File: config.mk
export PLATFORM = sky130hd
export DESIGN_NAME = led_ahb_pwm
export DESIGN_NICKNAME = d
export VERILOG_FILES = /design/src/rtl/led_pwm_pkg.sv /design/src/rtl/led_pwm_chan.sv /design/src/rtl/led_ahb_pwm.sv
export SDC_FILE = /design/constraint.sdc
export NUM_CORES = 1
export LEC_CHECK = 0
export CORE_MARGIN = 4
export CORE_UTILIZATION = 55
export DETAILED_ROUTE_END_ITERATION = 8
export GPL_TIMING_DRIVEN = 0
export PLACE_DENSITY_LB_ADDON = 0.12
export SYNTH_ARGS = -nofsm -noshare
export SYNTH_HDL_FRONTEND = slang
export SYNTH_SLANG_ARGS = --single-unit
File: constraint.sdc
create_clock -name sys_clock -period 8.02 [get_ports sys_clock]
set_clock_uncertainty 0.1 [all_clocks]
set_input_delay 0.802 -clock sys_clock [delete_from_list [all_inputs] [get_ports sys_clock]]
set_output_delay 0.802 -clock sys_clock [all_outputs]
set_load 0.01 [all_outputs]
File: src/rtl/led_pwm_pkg.sv
// Shared definitions for the AHB-lite LED PWM controller: register word offsets
// (haddr[4:2]), CTRL bit positions and the per-channel breathing state type.
package led_pwm_pkg;

   // Register word offsets, decoded from haddr[4:2]
   localparam logic [2:0] AddrCtrl     = 3'd0;
   localparam logic [2:0] AddrPrescale = 3'd1;
   localparam logic [2:0] AddrPeriod   = 3'd2;
   localparam logic [2:0] AddrDuty0    = 3'd3;
   localparam logic [2:0] AddrDuty1    = 3'd4;
   localparam logic [2:0] AddrStatus   = 3'd5;

   // CTRL field positions
   localparam int unsigned CtrlW        = 5;
   localparam int unsigned CtrlEn0      = 0;
   localparam int unsigned CtrlEn1      = 1;
   localparam int unsigned CtrlBreathe0 = 2;
   localparam int unsigned CtrlBreathe1 = 3;
   localparam int unsigned CtrlIrqEn    = 4;

   typedef enum logic [1:0] {
      OFF,
      UP,
      DOWN
   } breathe_state_t;

endpackage

File: src/rtl/led_pwm_chan.sv
// One PWM output channel: active (shadow) duty, breathing FSM and registered compare.
// The active duty only changes on a period wrap, so the output never glitches mid-period.
//   clk_i, rst_i  clock and asynchronous active-high reset
//   wrap_i        one-cycle pulse on the clock where the period counter wraps to 0
//   en_i          channel enable (CTRL.en_n)
//   breathe_i     breathing mode request (CTRL.breathe_n)
//   duty_i        programmed DUTYn register
//   period_i      period that is active from this wrap onwards
//   cnt_i         current PWM counter value
//   led_o         registered PWM output
module led_pwm_chan
   import led_pwm_pkg::*;
#(
   parameter int unsigned CntW = 16
) (
   input  logic            clk_i,
   input  logic            rst_i,
   input  logic            wrap_i,
   input  logic            en_i,
   input  logic            breathe_i,
   input  logic [CntW-1:0] duty_i,
   input  logic [CntW-1:0] period_i,
   input  logic [CntW-1:0] cnt_i,
   output logic            led_o
);

   // One extra bit so the breathing ceiling period+1 fits for an all-ones period
   localparam int unsigned DutyW = CntW + 1;

   breathe_state_t   state_q, state_d;
   logic [DutyW-1:0] duty_act_q, duty_act_d;
   logic [DutyW-1:0] duty_top, duty_inc, duty_dec, duty_load;
   logic             led_q, led_d;

   always_comb begin : breathe_next
      duty_top  = {1'b0, period_i} + DutyW'(1);
      duty_load = {1'b0, duty_i};
      // Saturating steps; a shrunk period clamps an out-of-range duty to the new ceiling
      duty_inc  = (duty_act_q >= duty_top) ? duty_top : duty_act_q + DutyW'(1);
      if (duty_act_q > duty_top) begin
         duty_dec = duty_top;
      end else if (duty_act_q == '0) begin
         duty_dec = '0;
      end else begin
         duty_dec = duty_act_q - DutyW'(1);
      end

      state_d    = state_q;
      duty_act_d = duty_act_q;
      if (wrap_i) begin
         case (state_q)
            OFF: begin
               if (breathe_i) begin
                  duty_act_d = duty_inc;
                  state_d    = (duty_inc == duty_top) ? DOWN : UP;
               end else begin
                  duty_act_d = duty_load;
               end
            end
            UP: begin
               if (!breathe_i) begin
                  state_d    = OFF;
                  duty_act_d = duty_load;
               end else begin
                  duty_act_d = duty_inc;
                  if (duty_inc == duty_top) state_d = DOWN;
               end
            end
            DOWN: begin
               if (!breathe_i) begin
                  state_d    = OFF;
                  duty_act_d = duty_load;
               end else begin
                  duty_act_d = duty_dec;
                  if (duty_dec == '0) state_d = UP;
               end
            end
            default: begin
               state_d    = OFF;
               duty_act_d = duty_load;
            end
         endcase
      end

      // duty 0 never matches; duty above the period always matches
      led_d = en_i & ({1'b0, cnt_i} < duty_act_q);
   end

   always_ff @(posedge clk_i or posedge rst_i) begin
      if (rst_i) begin
         state_q    <= OFF;
         duty_act_q <= '0;
         led_q      <= 1'b0;
      end else begin
         state_q    <= state_d;
         duty_act_q <= duty_act_d;
         led_q      <= led_d;
      end
   end

   assign led_o = led_q;

endmodule

File: src/rtl/led_ahb_pwm.sv
// AHB-lite memory-mapped two-channel LED PWM controller with breathing ramps and a
// period-wrap interrupt. Zero wait state, always OKAY.
//   sys_clock, reset         clock and asynchronous active-high reset
//   mem_ahb_*                AHB-lite slave port (htrans, hready, hwrite, haddr, hwdata in;
//                            hreadyout, hresp, hrdata out)
//   LED_D2, LED_D3           PWM outputs for channel 0 and channel 1
//   irq                      level interrupt, STATUS.wrap & CTRL.irq_en
module led_ahb_pwm
   import led_pwm_pkg::*;
#(
   parameter int unsigned CNT_W = 16,
   parameter int unsigned PRE_W = 16
) (
   input  logic        sys_clock,
   input  logic        reset,
   input  logic [1:0]  mem_ahb_htrans,
   input  logic        mem_ahb_hready,
   input  logic        mem_ahb_hwrite,
   input  logic [31:0] mem_ahb_haddr,
   input  logic [31:0] mem_ahb_hwdata,
   output logic        mem_ahb_hreadyout,
   output logic        mem_ahb_hresp,
   output logic [31:0] mem_ahb_hrdata,
   output logic        LED_D2,
   output logic        LED_D3,
   output logic        irq
);

   // Programmable registers
   logic [CtrlW-1:0] ctrl_q, ctrl_d;
   logic [PRE_W-1:0] prescale_q, prescale_d;
   logic [CNT_W-1:0] period_q, period_d;
   logic [CNT_W-1:0] duty0_q, duty0_d;
   logic [CNT_W-1:0] duty1_q, duty1_d;
   logic             status_q, status_d;

   // Bus pipeline
   logic [2:0]  addr_q, addr_d;
   logic        wr_pend_q, wr_pend_d;
   logic [31:0] rdata_q, rdata_d;
   logic [31:0] rd_val;
   logic        accept, status_clr;

   // Timebase
   logic [PRE_W-1:0] pre_cnt_q, pre_cnt_d;
   logic [CNT_W-1:0] cnt_q, cnt_d;
   logic [CNT_W-1:0] period_act_q, period_act_d;
   logic             tick, wrap;

   always_comb begin : bus_read_mux
      rd_val = '0;
      case (mem_ahb_haddr[4:2])
         AddrCtrl:     rd_val[CtrlW-1:0] = ctrl_q;
         AddrPrescale: rd_val[PRE_W-1:0] = prescale_q;
         AddrPeriod:   rd_val[CNT_W-1:0] = period_q;
         AddrDuty0:    rd_val[CNT_W-1:0] = duty0_q;
         AddrDuty1:    rd_val[CNT_W-1:0] = duty1_q;
         AddrStatus:   rd_val[0]         = status_q;
         default:      rd_val            = '0;
      endcase
   end

   always_comb begin : bus_next
      accept    = mem_ahb_hready & mem_ahb_htrans[1];
      addr_d    = accept ? mem_ahb_haddr[4:2] : addr_q;
      wr_pend_d = accept & mem_ahb_hwrite;
      // Read value is captured at the address phase, so a write committing on the
      // same edge is not yet visible to it
      rdata_d   = (accept & ~mem_ahb_hwrite) ? rd_val : '0;

      ctrl_d     = ctrl_q;
      prescale_d = prescale_q;
      period_d   = period_q;
      duty0_d    = duty0_q;
      duty1_d    = duty1_q;
      status_clr = 1'b0;
      if (wr_pend_q) begin
         case (addr_q)
            AddrCtrl:     ctrl_d     = mem_ahb_hwdata[CtrlW-1:0];
            AddrPrescale: prescale_d = mem_ahb_hwdata[PRE_W-1:0];
            AddrPeriod:   period_d   = mem_ahb_hwdata[CNT_W-1:0];
            AddrDuty0:    duty0_d    = mem_ahb_hwdata[CNT_W-1:0];
            AddrDuty1:    duty1_d    = mem_ahb_hwdata[CNT_W-1:0];
            AddrStatus:   status_clr = mem_ahb_hwdata[0];
            default:      ;
         endcase
      end
      // A wrap in the same cycle as the W1C wins
      status_d = (status_q & ~status_clr) | wrap;
   end

   always_comb begin : timer_next
      // >= rather than == keeps the counters bounded if the limit shrinks under them
      tick      = (pre_cnt_q >= prescale_q);
      wrap      = tick & (cnt_q >= period_act_q);
      pre_cnt_d = tick ? '0 : pre_cnt_q + PRE_W'(1);
      cnt_d     = cnt_q;
      if (wrap) begin
         cnt_d = '0;
      end else if (tick) begin
         cnt_d = cnt_q + CNT_W'(1);
      end
      period_act_d = wrap ? period_q : period_act_q;
   end

   always_ff @(posedge sys_clock or posedge reset) begin
      if (reset) begin
         ctrl_q       <= '0;
         prescale_q   <= '0;
         period_q     <= '1;
         duty0_q      <= '0;
         duty1_q      <= '0;
         status_q     <= 1'b0;
         addr_q       <= '0;
         wr_pend_q    <= 1'b0;
         rdata_q      <= '0;
         pre_cnt_q    <= '0;
         cnt_q        <= '0;
         period_act_q <= '1;
      end else begin
         ctrl_q       <= ctrl_d;
         prescale_q   <= prescale_d;
         period_q     <= period_d;
         duty0_q      <= duty0_d;
         duty1_q      <= duty1_d;
         status_q     <= status_d;
         addr_q       <= addr_d;
         wr_pend_q    <= wr_pend_d;
         rdata_q      <= rdata_d;
         pre_cnt_q    <= pre_cnt_d;
         cnt_q        <= cnt_d;
         period_act_q <= period_act_d;
      end
   end

   led_pwm_chan #(
      .CntW (CNT_W)
   ) u_chan0 (
      .clk_i     (sys_clock),
      .rst_i     (reset),
      .wrap_i    (wrap),
      .en_i      (ctrl_q[CtrlEn0]),
      .breathe_i (ctrl_q[CtrlBreathe0]),
      .duty_i    (duty0_q),
      .period_i  (period_act_d),
      .cnt_i     (cnt_q),
      .led_o     (LED_D2)
   );

   led_pwm_chan #(
      .CntW (CNT_W)
   ) u_chan1 (
      .clk_i     (sys_clock),
      .rst_i     (reset),
      .wrap_i    (wrap),
      .en_i      (ctrl_q[CtrlEn1]),
      .breathe_i (ctrl_q[CtrlBreathe1]),
      .duty_i    (duty1_q),
      .period_i  (period_act_d),
      .cnt_i     (cnt_q),
      .led_o     (LED_D3)
   );

   assign mem_ahb_hreadyout = 1'b1;
   assign mem_ahb_hresp     = 1'b0;
   assign mem_ahb_hrdata    = rdata_q;
   assign irq               = status_q & ctrl_q[CtrlIrqEn];

   // Address/data bits outside the decoded fields are intentionally ignored
   logic unused_bus_bits;
   assign unused_bus_bits = ^{mem_ahb_haddr, mem_ahb_hwdata, mem_ahb_htrans[0]};

endmodule

# Word-level counts from Yosys, hierarchy flattened
# Index checks and enable logic that the tools add are counted.
# word_totals
register_bits	178
out_inout_bits	37
wordCells	120
input_bits	70
# classes
n_eq_ne	22
n_bitwise	11
reduce_logical	18
muxes	36
addsub	7
magnitude_cmp	8
# op_table
operator	count
2-to-1 mux 17 bit	10
2-to-1 mux 16 bit	5
zero test 17 bit	4
case mux 17 bit (2 select lines)	2
case mux 11 bit (4 select lines)	1
adder 17 x 1 -> 17 bit, second input constant	2
equality test 17 bit	2
>= comparator 17 bit	2
> comparator 17 bit	2
less-than comparator 16 x 17 -> 1 bit	2
subtractor 17 x 1 -> 17 bit, second input constant	2
adder 16 x 1 -> 16 bit, second input constant	2
>= comparator 16 bit	2
2-to-1 mux 2 bit	12
case mux 4 bit (5 select lines)	1
adder 16 x 1 -> 17 bit, second input constant	1
equality test 3 x 2 -> 1 bit, second input constant	4
equality test 3 bit, second input constant	4
inequality test 3 x 2 -> 1 bit, second input constant	4
case mux 2 bit (3 select lines)	2
AND reduction 2 bit	5
AND 1 bit	8
AND reduction 4 bit	2
equality test 3 x 1 -> 1 bit, second input constant	2
11 further kinds	19

# Depth between registers and ports, before layout
# Gate-level depths: netlist (run 1).
# depth
word_depth	10
ltp_mapped	36
ltp_nobuf	30

# By module
# From an unflattened synthesis (run 1), not the netlist that was laid out.
# hier_totals
hier_cells	1543
area_unflattened_um2	13928.4
# by_module_without_submodules
module	n_inst	seq_area_each_um2	area_per_inst_um2	cells_per_inst
led_ahb_pwm	1	3493.4	6799.0	630
led_pwm_chan at u_chan1	1	500.5	3632.2	476
led_pwm_chan at u_chan0	1	500.5	3497.1	437

# Worst setup path before layout (run 1)
# OpenSTA, ideal clock, no wires.
# synth_path
path_kind	register to register
from	reg period_act_q[13]
to	reg u_chan0.duty_act_q[11]
period_less_slack_ns	6.589
path_stages_with_launch	32
path_buffers	5
path_slack_ns	1.431
required_time_ns	7.788
arrival_time_ns	6.356
setup_ns	0.132
path_cell_list	dfstp_2 -> inv_1 -> ha_1 -> nand4_1 -> nor3_1 -> o2111ai_1 -> and3_4 -> nor2_8 -> clkbuf_1 -> clkbuf_1 -> buf_1 -> nand2_1 -> o21ai_0 -> ha_1 -> nand3_1 -> nor4_1 -> xnor2_1 -> a21oi_1 -> ha_1 -> a21o_1 -> a21o_1 -> a21o_1 -> nor2_1 -> o211ai_1 -> o221ai_1 -> nor2_2 -> nand2b_1 -> buf_4 -> buf_6 -> mux2i_1 -> a221oi_1 -> o21ai_1
# synth_between
elab_chain_len	8
elab_cells_between_ends	11
cone_classes	add/sub: 1; order compare: 3; mux: 6; bitwise: 1
# synth_lines
element	line_no	rtl
from (decl)	led_ahb_pwm.sv:47	logic [CNT_W-1:0] period_act_q, period_act_d;
from (signal assigned)	led_ahb_pwm.sv:132	period_act_q <= period_act_d;
>= comparator 16 bit (*)	led_ahb_pwm.sv:95	wrap = tick & (cnt_q >= period_act_q);
AND 1 bit (*)	led_ahb_pwm.sv:95	
2-to-1 mux 16 bit (*)	led_ahb_pwm.sv:103	period_act_d = wrap ? period_q : period_act_q;
via period_act_d[1]	led_ahb_pwm.sv:47	
adder 16 x 1 -> 17 bit (*)	led_pwm_chan.sv:36	duty_top = {1'b0, period_i} + DutyW'(1);
> comparator 17 bit / >= comparator 17 bit (equally long branches)	led_pwm_chan.sv:40, led_pwm_chan.sv:39	
2-to-1 mux 17 bit (on tied branches)	led_pwm_chan.sv:40, led_pwm_chan.sv:39	
2-to-1 mux 17 bit (on tied branches)	led_pwm_chan.sv:70, led_pwm_chan.sv:53, led_pwm_chan.sv:61	
case mux 17 bit (2 select lines) (*)	led_pwm_chan.sv:51	case (state_q)
to (signal assigned)	led_pwm_chan.sv:96	duty_act_q <= duty_act_d;
to (decl)	led_pwm_chan.sv:31	logic [DutyW-1:0] duty_act_q, duty_act_d;
# Mark *: on every way through the listed nets, which the timed path passes. The rest lies on a longest branch.
# A chain may end at the register's enable or synchronous reset.

# Worst setup path after layout (run 1)
# layout_path
from	reg cnt_q[0]
to	reg u_chan0.duty_act_q[3]
# layout_between
elab_chain_len	8
elab_cells_between_ends	11
cone_classes	add/sub: 1; order compare: 3; mux: 6; bitwise: 1
# layout_lines
element	line_no	rtl
from (decl)	led_ahb_pwm.sv:46	logic [CNT_W-1:0] cnt_q, cnt_d;
from (signal assigned)	led_ahb_pwm.sv:131	cnt_q <= cnt_d;
>= comparator 16 bit (*)	led_ahb_pwm.sv:95	
AND 1 bit (*)	led_ahb_pwm.sv:95	
2-to-1 mux 16 bit (*)	led_ahb_pwm.sv:103	
via period_act_d[0]	led_ahb_pwm.sv:47	
adder 16 x 1 -> 17 bit (*)	led_pwm_chan.sv:36	
> comparator 17 bit / >= comparator 17 bit (equally long branches)	led_pwm_chan.sv:40, led_pwm_chan.sv:39	
2-to-1 mux 17 bit (on tied branches)	led_pwm_chan.sv:40, led_pwm_chan.sv:39	
2-to-1 mux 17 bit (on tied branches)	led_pwm_chan.sv:70, led_pwm_chan.sv:53, led_pwm_chan.sv:61	
case mux 17 bit (2 select lines) (*)	led_pwm_chan.sv:51	
# Marked as above.

==> metrics list, run 1 <==
- Setup violations remaining at the end of the flow were counted as 0.
* Leakage component of the power: between 6 and 7 nW
- Post-DP HPWL: 40,700 um
* Startpoint type of the worst setup path: flip-flop
- The die is approximately 170 um wide.
- Aggregate negative setup slack: 0 ns
- The detailed router finished its first iteration with 1,470 violations.
- Maximum root-to-sink buffer count: 2
* Clock latency on the worst-skew pair: around 0.45 ns
* Register-to-Register Setup Slack: approximately 0.33 ns
* Clock Sink Count: around 180
* Clock tree from TritonCTS: yes
- In this run the tool buffered the top-level ports with between 40 and 50 buffer cells.
* Hold Path End: period_act_q[13]
* Total power of the final layout: 3.58 mW
- Wire length per cell after detailed routing: between 20 and 30 um
- Maximum number of pins on one net before global-route repair: a little over 90
* Via density per instance: about 6.5
- Pin placement for this block handled ~110 I/O pins.
* Async set or reset register ratio after synthesis: 1.00
* GRT Util Overall: 0.368
* Via count of the first global-routing pass: about 13,000
- Final net count: 1,863
* Antenna violations before repair: 1
- Peak fanout along the critical path: 10
* Placer Congestion: between 1 and 1.5
* Shortest period the worst path allows: just under 8 ns
* Critical path start-end classification: reg -> reg
- Syn avg cell area: 8.72 sq um
- The tool flagged a number of max-cap violations equal to 0.
- For this design the ratio of total power to cell area is 228 nW/um^2.
* H-tree lvl count: 4
- Before antenna repair, the detailed router went through 7 iterations.
- The count of final max-slew check failures came to 0.
- In this design, the stage delay of the slowest critical-path cell is approximately 0.7 ns.
- Static timing analysis puts the maximum clock frequency at 0.130 GHz.
- The floorplan step defined a die boundary enclosing between 20,000 and 30,000 sq um.
* Setup repair after global routing missed its margin: false
- The startpoint identified for the worst register-to-register timing path is cnt_q[0].
- Status: finished, final reports clean
* Clk root buf: clkbuf_16
* Final global-route overflow total: 0
- In this run, synthesis produced a sequential element count of between 150 and 200.
* End of the worst register-to-register path: u_chan0.duty_act_q[3]
- Counting cells, the worst reg-to-reg path comes to 28.
- Detailed routing inserted a total of between 10,000 and 15,000 vias.
- Headroom to the max-slew limit came out at 0.380.
* CTS buffer count: 17
- Remaining routing DRC violations: 0
* Area of the mapped netlist: 14,100 sq um
- Final antenna-violating net count: 0
- Class of the tightest hold or removal check: reg -> reg
- The total area inside the core boundary comes to 25,200 sq um.
- The largest individual stage delay along the critical path comes from the cell mux2i_2.
* WHS Path Cells: 2
- Number of antenna diodes: 0
- # hold bufs at CTS: 0
* Dominant synthesized flop cell: dfrtp_1
- Category of the worst setup path capture point: flip-flop
* Number of synthesized flops with an enable pin: 0
- Clock edge transition at the registers on the reported setup and hold paths: approximately 0.080 ns
- Die Span Y: between 150 and 200 um
- Distinct cells, synth: between 80 and 90
* Share of synthesized area occupied by flip-flops and latches: 0.319
* Row count: 58
- For this run, the number of Yosys warnings is 0.
- Share of final-layout standard cells stronger than drive strength 1: 0.123
- Starting Density: 0.559
- The final hold violation count is 0.
- Max rail drop VDD: roughly 0.00016 V
* WP data required: approximately 8.2 ns
* Number of setup buffers added after CTS: 0
* Portion of the clock cycle consumed by the worst path in the final layout: 0.959
- Global-route wire length before repair: 79,000 um
- Synthesis produced a netlist whose cell count is 1,615.
- At the pin with the least slew margin, the transition time is ~0.9 ns.
- At the worst endpoint, the arrival time is between 7 and 8 ns.
* Total length of routed wires: 52,800 um
- The startpoint identified for the worst hold timing path is period_q[13].
- Layout-stage area growth over the synthesis result: 11.4%
## stage by stage
step / hold slack [ns] / util / setup slack (ns) / area, sq um / cells
after floorplan: 0.367 / - / 1.43 / 14100 / 1631
after global placement: 0.399 / 0.595 / -1.18 / 15000 / 2003
after detailed placement: 0.405 / 0.596 / -1.15 / 15000 / 2004
after CTS: 0.417 / 0.622 / 0.0723 / 15700 / 2036
after global routing: 0.450 / 0.623 / 0.0765 / 15700 / 2036
final: 0.423 / 0.623 / 0.333 / 15700 / 2036
## worst max-delay path by stage
stage / from / to / cells after the start
finish: cnt_q[0] / u_chan0.duty_act_q[3] / 28
global route: period_act_q[13] / u_chan0.duty_act_q[3] / 34
CTS: cnt_q[0] / u_chan0.duty_act_q[4] / 34
detailed placement: period_act_q[13] / u_chan0.duty_act_q[4] / 31
global placement: period_act_q[15] / u_chan0.duty_act_q[4] / 31
floorplan: period_act_q[13] / u_chan0.duty_act_q[11] / 31
## Yosys cell counts, types with 9 or more instances
cell type	count	share of area
a211oi_1	23	0.012
a21o_1	18	0.0096
a21oi_1	66	0.023
a221oi_1	17	0.011
a22oi_1	12	0.0064
a31oi_1	10	0.0044
and2_1	15	0.0067
and3_1	28	0.012
and4_1	12	0.0075
buf_2	14	0.0050
buf_4	20	0.011
clkbuf_1	64	0.017
dfrtp_1	146	0.26
dfstp_2	32	0.060
ha_1	100	0.089
inv_1	96	0.026
mux2_2	63	0.050
mux2i_1	38	0.027
nand2_1	125	0.033
nand2b_1	10	0.0044
nand3_1	57	0.020
nand4_1	41	0.018
nor2_1	129	0.034
nor3_1	50	0.018
nor3b_1	9	0.0048
nor4_1	17	0.0076
o211ai_1	15	0.0080
o21a_1	11	0.0059
o21ai_0	81	0.029
o221ai_1	15	0.0093
or3_1	24	0.011
xnor2_1	105	0.065
xor2_1	30	0.019
## kinds of logic after synthesis
group,Yosys count,synth area share
simple gates,553,0.199
compound gates,334,0.163
buf+inv,208,0.0636
flops,178,0.319
xor+xnor,137,0.0867
mux,103,0.0790
fa+ha+maj,100,0.0888
other cells,2,0.000533
## placed cells by master, fill, tap and decap left out, types with 20 or more instances in the layout
cell type	n
dfrtp_1	146
nor2_1	127
nand2_1	125
xnor2_1	105
ha_1	99
inv_1	95
o21ai_0	80
a21oi_1	65
mux2_2	63
clkbuf_1	61
nand3_1	57
nor3_1	49
clkdlybuf4s50_1	42
nand4_1	41
mux2i_1	37
dfstp_2	32
xor2_1	30
and3_1	28
or3_1	24
a211oi_1	22
buf_4	20
## what timing repair did
item	4_1_cts	5_1_grt
gates resized for setup	10	12
setup endpoints to repair	38	28
endpoints found under the hold margin	0	0
## sequential cells by signal, indices dropped and copies added, names as in the netlist, 16 cells and up
| register | count |
|---|---|
| duty0_q | 16 |
| u_chan0.duty_act_q | 17 |
| prescale_q | 16 |
| u_chan1.duty_act_q | 17 |
| period_q | 16 |
| mem_ahb_hrdata | 16 |
| cnt_q | 16 |
| duty1_q | 16 |
| period_act_q | 16 |
| pre_cnt_q | 16 |
## layer usage
layer  wire [um]  track usage  vias to the layer above
met5          19            0                        -
met4        3970        0.227                        2
met3        4730       0.0690                      203
met2       23100        0.564                      771
met1       21000        0.483                     6363
li1            -            -                     5935
## worst max-delay path: cells and delay by family (launching register included)
family          cells  cell delay [ns]
simple gates       14             2.64
flops               1             0.51
compound gates      6             1.50
buf+inv             4             1.12
fa+ha+maj           3             0.98
mux                 1             0.69
## where the power goes
group	internal [mW]	switching, mW	leakage (nW)
Clock	0.426	0.455	0.294
Combinational	0.557	0.875	4.00
Sequential	1.07	0.193	2.24
Total	2.06	1.52	6.54
## final cells by class
type | instances | area [sq um]
Fill cell | 2253 | 9490
Multi-Input combinational cell | 1245 | 8820
Sequential cell | 178 | 4490
Buffer | 106 | 523
Timing Repair Buffer | 43 | 448
Clock buffer | 17 | 425
Tap cell | 330 | 413
Inverter | 102 | 390
Clock inverter | 15 | 183
(Power assumes the default switching activity.)
==> run 2: changes to the inputs <==
==> constraint.sdc (replaced) <==
create_clock -name sys_clock -period 8.02 [get_ports sys_clock]
set_clock_uncertainty 0.1 [all_clocks]
set_input_delay 2.005 -clock sys_clock [delete_from_list [all_inputs] [get_ports sys_clock]]
set_output_delay 2.005 -clock sys_clock [all_outputs]
set_load 0.01 [all_outputs]
==> results of run 2 <==
The final DEF is identical to that of run 1. Status: finished, final reports clean.
==> run 3: changes to the inputs <==
- clock period: 8.02 -> 8.8 ns (I/O delays scaled with it)
==> run 3 against run 2 <==
Effect of this change:
- first-iteration DRC count increased by 6.3%
- utilization down 0.20 points
- combinational power down 9%
- final cell count stayed put
- via count up 0.35%
- power is 9.0% lower
- cell area decreased by 0.32%
- sequential share of layout area is 0.092 points higher
- sequential power fell by 9%
- critical endpoint is now u_chan0.duty_act_q[4]
==> metrics list, run 3 (synthesized netlist as in run 1, its figures left out) <==
- The flow ran to the end, and the final reports show no timing, DRC or antenna violations.
- Starting Density: 0.559
* Total power of the final layout: about 3.3 mW
- The library cell used most frequently in the layout, excluding fill and tap cells, is dfrtp_1.
- The initial antenna violation count is 1.
- Clock tree from TritonCTS: yes
* Slowest stage delay, CP: approximately 0.97 ns
- Fill cells in the final layout number 2,255.
- In this run, CTS created clock tree buffers numbering 17.
* GRT Util Overall: 0.368
- Final hold violation count: 0
- For this run, the number of standard cells in the final layout without fillers is about 2,000.
* Via density per instance: ~6.5
- In the finished design, the share of the clock period the worst path needs comes to 0.964.
- The die is about 170 um wide.
* Max Fclk: ~0.12 GHz
- Regs by FF count: u_chan0.duty_act_q (17), u_chan1.duty_act_q (17)
- Placed Cells: ~2,000
- Aggregate negative setup slack: 0 ns
* Maximum root-to-sink buffer count: 2
- Of the cells placed in the final design, the portion with a size suffix greater than 1 is 0.118.
* H-tree lvl count: 4
- Violation count after the first detailed-routing iteration: between 1,500 and 2,000
* CTS resizes: 1
* DP Area: approximately 15,000 sq um
- Share of total power in sequential cells: 0.354
- The worst setup path is captured at a flip-flop.
- The count of final max-slew check failures is 0.
- Clk root buf: clkbuf_16
* Int Pwr: about 1.9 mW
- Via count of the first global-routing pass: about 13,000
* Startpoint type of the worst setup path: flip-flop
* Worst setup margin: between 0.3 and 0.4 ns
* Layout-stage area growth over the synthesis result: 11.1%
* Placement-stage worst setup slack: -0.366 ns
- The die is 168 um tall.
- After legalization and detailed placement, the total HPWL measured 40,700 um.
* Global-route wire length before repair: 79,000 um
- After clock tree synthesis, the clock-pin slew on the worst setup and hold paths is 0.08 ns.
- Worst slew slack as a fraction of its limit: 0.113
- Shortest period the worst path allows: about 8.5 ns
- Max rail drop VDD: about 0.00014 V
- In this run the count of I/O pins placed on the die edge is around 110.
- In this run the standard cell core region covers 25,200 sq um.
- Final global-route overflow total: 0
* Clock latency on the worst-skew pair: about 0.45 ns
- WP data required: 9.08 ns
* Total length of routed wires: ~53,000 um
* Number of buffers added on ports: 42
- Routability-driven placement finished with a final weighted congestion of between 1 and 1.5.
* Final net count: approximately 1,900
- Register-to-Register Setup Slack: 0.32 ns
- Most frequent cells in the layout: dfrtp_1, nor2_1, nand2_1
- In the routed design, unresolved DRC markers number 0.
- Max-cap violations in this run came to 0.
- Combinational group share of total power: 0.399
- Count of TritonRoute iterations in the first routing pass: 5
* Final antenna-violating net count: 0
- # hold bufs at CTS: 0
- For the pin with the worst max-slew slack, the measured transition is 1.29 ns.
- Wire length per cell after detailed routing: approximately 26 um
* Number of setup buffers added after CTS: 0
- The analysis attributes to cell leakage a power of ~6.5 nW.
- The share of total power dissipated in the clock network is 0.247.
* Die ar.: 28,200 sq um
* Total setup violations reported at the end of the flow: 0
- Data arrival time of the worst path: between 8 and 9 ns
- Row generation in the floorplan step produced a little under 60 rows.
* PwrDens: about 210 nW/um^2
- Measured on the finished design, the core utilization comes to 0.621.
* Final Hold Slack: 0.420 ns
- For this design the total switching power over the nets is ~1.4 mW.
* Peak fanout along the critical path: 10
- Switching share of total power: 0.425
- The min-delay analysis places its worst path in the category reg -> reg.
- For this block, the via count after detailed routing is approximately 13,000.
- Layout Cell Area excl Fill: approximately 16,000 sq um
* Clock Sink Count: approximately 180
- Critical path start-end classification: reg -> reg
- Entering global routing, the biggest net connects 93 pins.
- The number of antenna diodes in the final layout is 0.
* Slowest CP cell: mux2i_1
-- run 3: cell count changes in the layout (fill, tap and decap cells not counted), sizes merged --
cell / before / now
buf: 43 / 42
clkbuf: 81 / 82
-- run 3: cell type report --
class                      instances  area (sq um)  area share
timing repair buffer              43           448      0.0286
clock inverter                    15           183      0.0117
sequential                       178          4490       0.287
clock buffer                      17           425      0.0272
multi-input combinational       1245          8770       0.561
tap                              330           413      0.0264
inverter                         102           390      0.0250
buffer                           106           517      0.0330
-- run 3: worst paths after layout --
path                                  start                    end  cells past startpoint
min                            period_q[13]       period_act_q[13]                      2
max in group asynchronous             reset        period_act_q[0]                      3
max                        period_act_q[15]  u_chan0.duty_act_q[4]                     30
min in group asynchronous             reset           pre_cnt_q[7]                      2
max reg2reg                period_act_q[15]  u_chan0.duty_act_q[4]                     30
min reg2reg                    period_q[13]       period_act_q[13]                      2
-- run 3: routing by layer --
metal | GRT usage | share of wire | up-vias
met1 | 0.488 | 0.39 | 6377
li1 | - | - | 5949
met3 | 0.0634 | 0.095 | 213
met2 | 0.560 | 0.44 | 782
met5 | 0 | 0 | -
met4 | 0.230 | 0.076 | 0
-- run 3: power by group through the flow --
stage,clock network [mW],registers [mW],logic [mW]
floorplan,0,1.08,0.913
global placement,0,1.15,1.24
detailed placement,0,1.16,1.25
CTS,0.806,1.14,1.26
global route,0.843,1.17,1.38
finish,0.804,1.15,1.30
-- run 3: worst max-delay path, delay by kind of cell, from the launching register on --
| kind | cells | cell delay [ns] |
|---|---|---|
| buffers and inverters | 6 | 1.67 |
| adder cells (fa/ha/maj) | 3 | 1.16 |
| multiplexers | 1 | 0.97 |
| AO/OA/AOI/OAI | 5 | 1.00 |
| AND/OR/NAND/NOR | 15 | 2.96 |
| flip-flops | 1 | 0.54 |
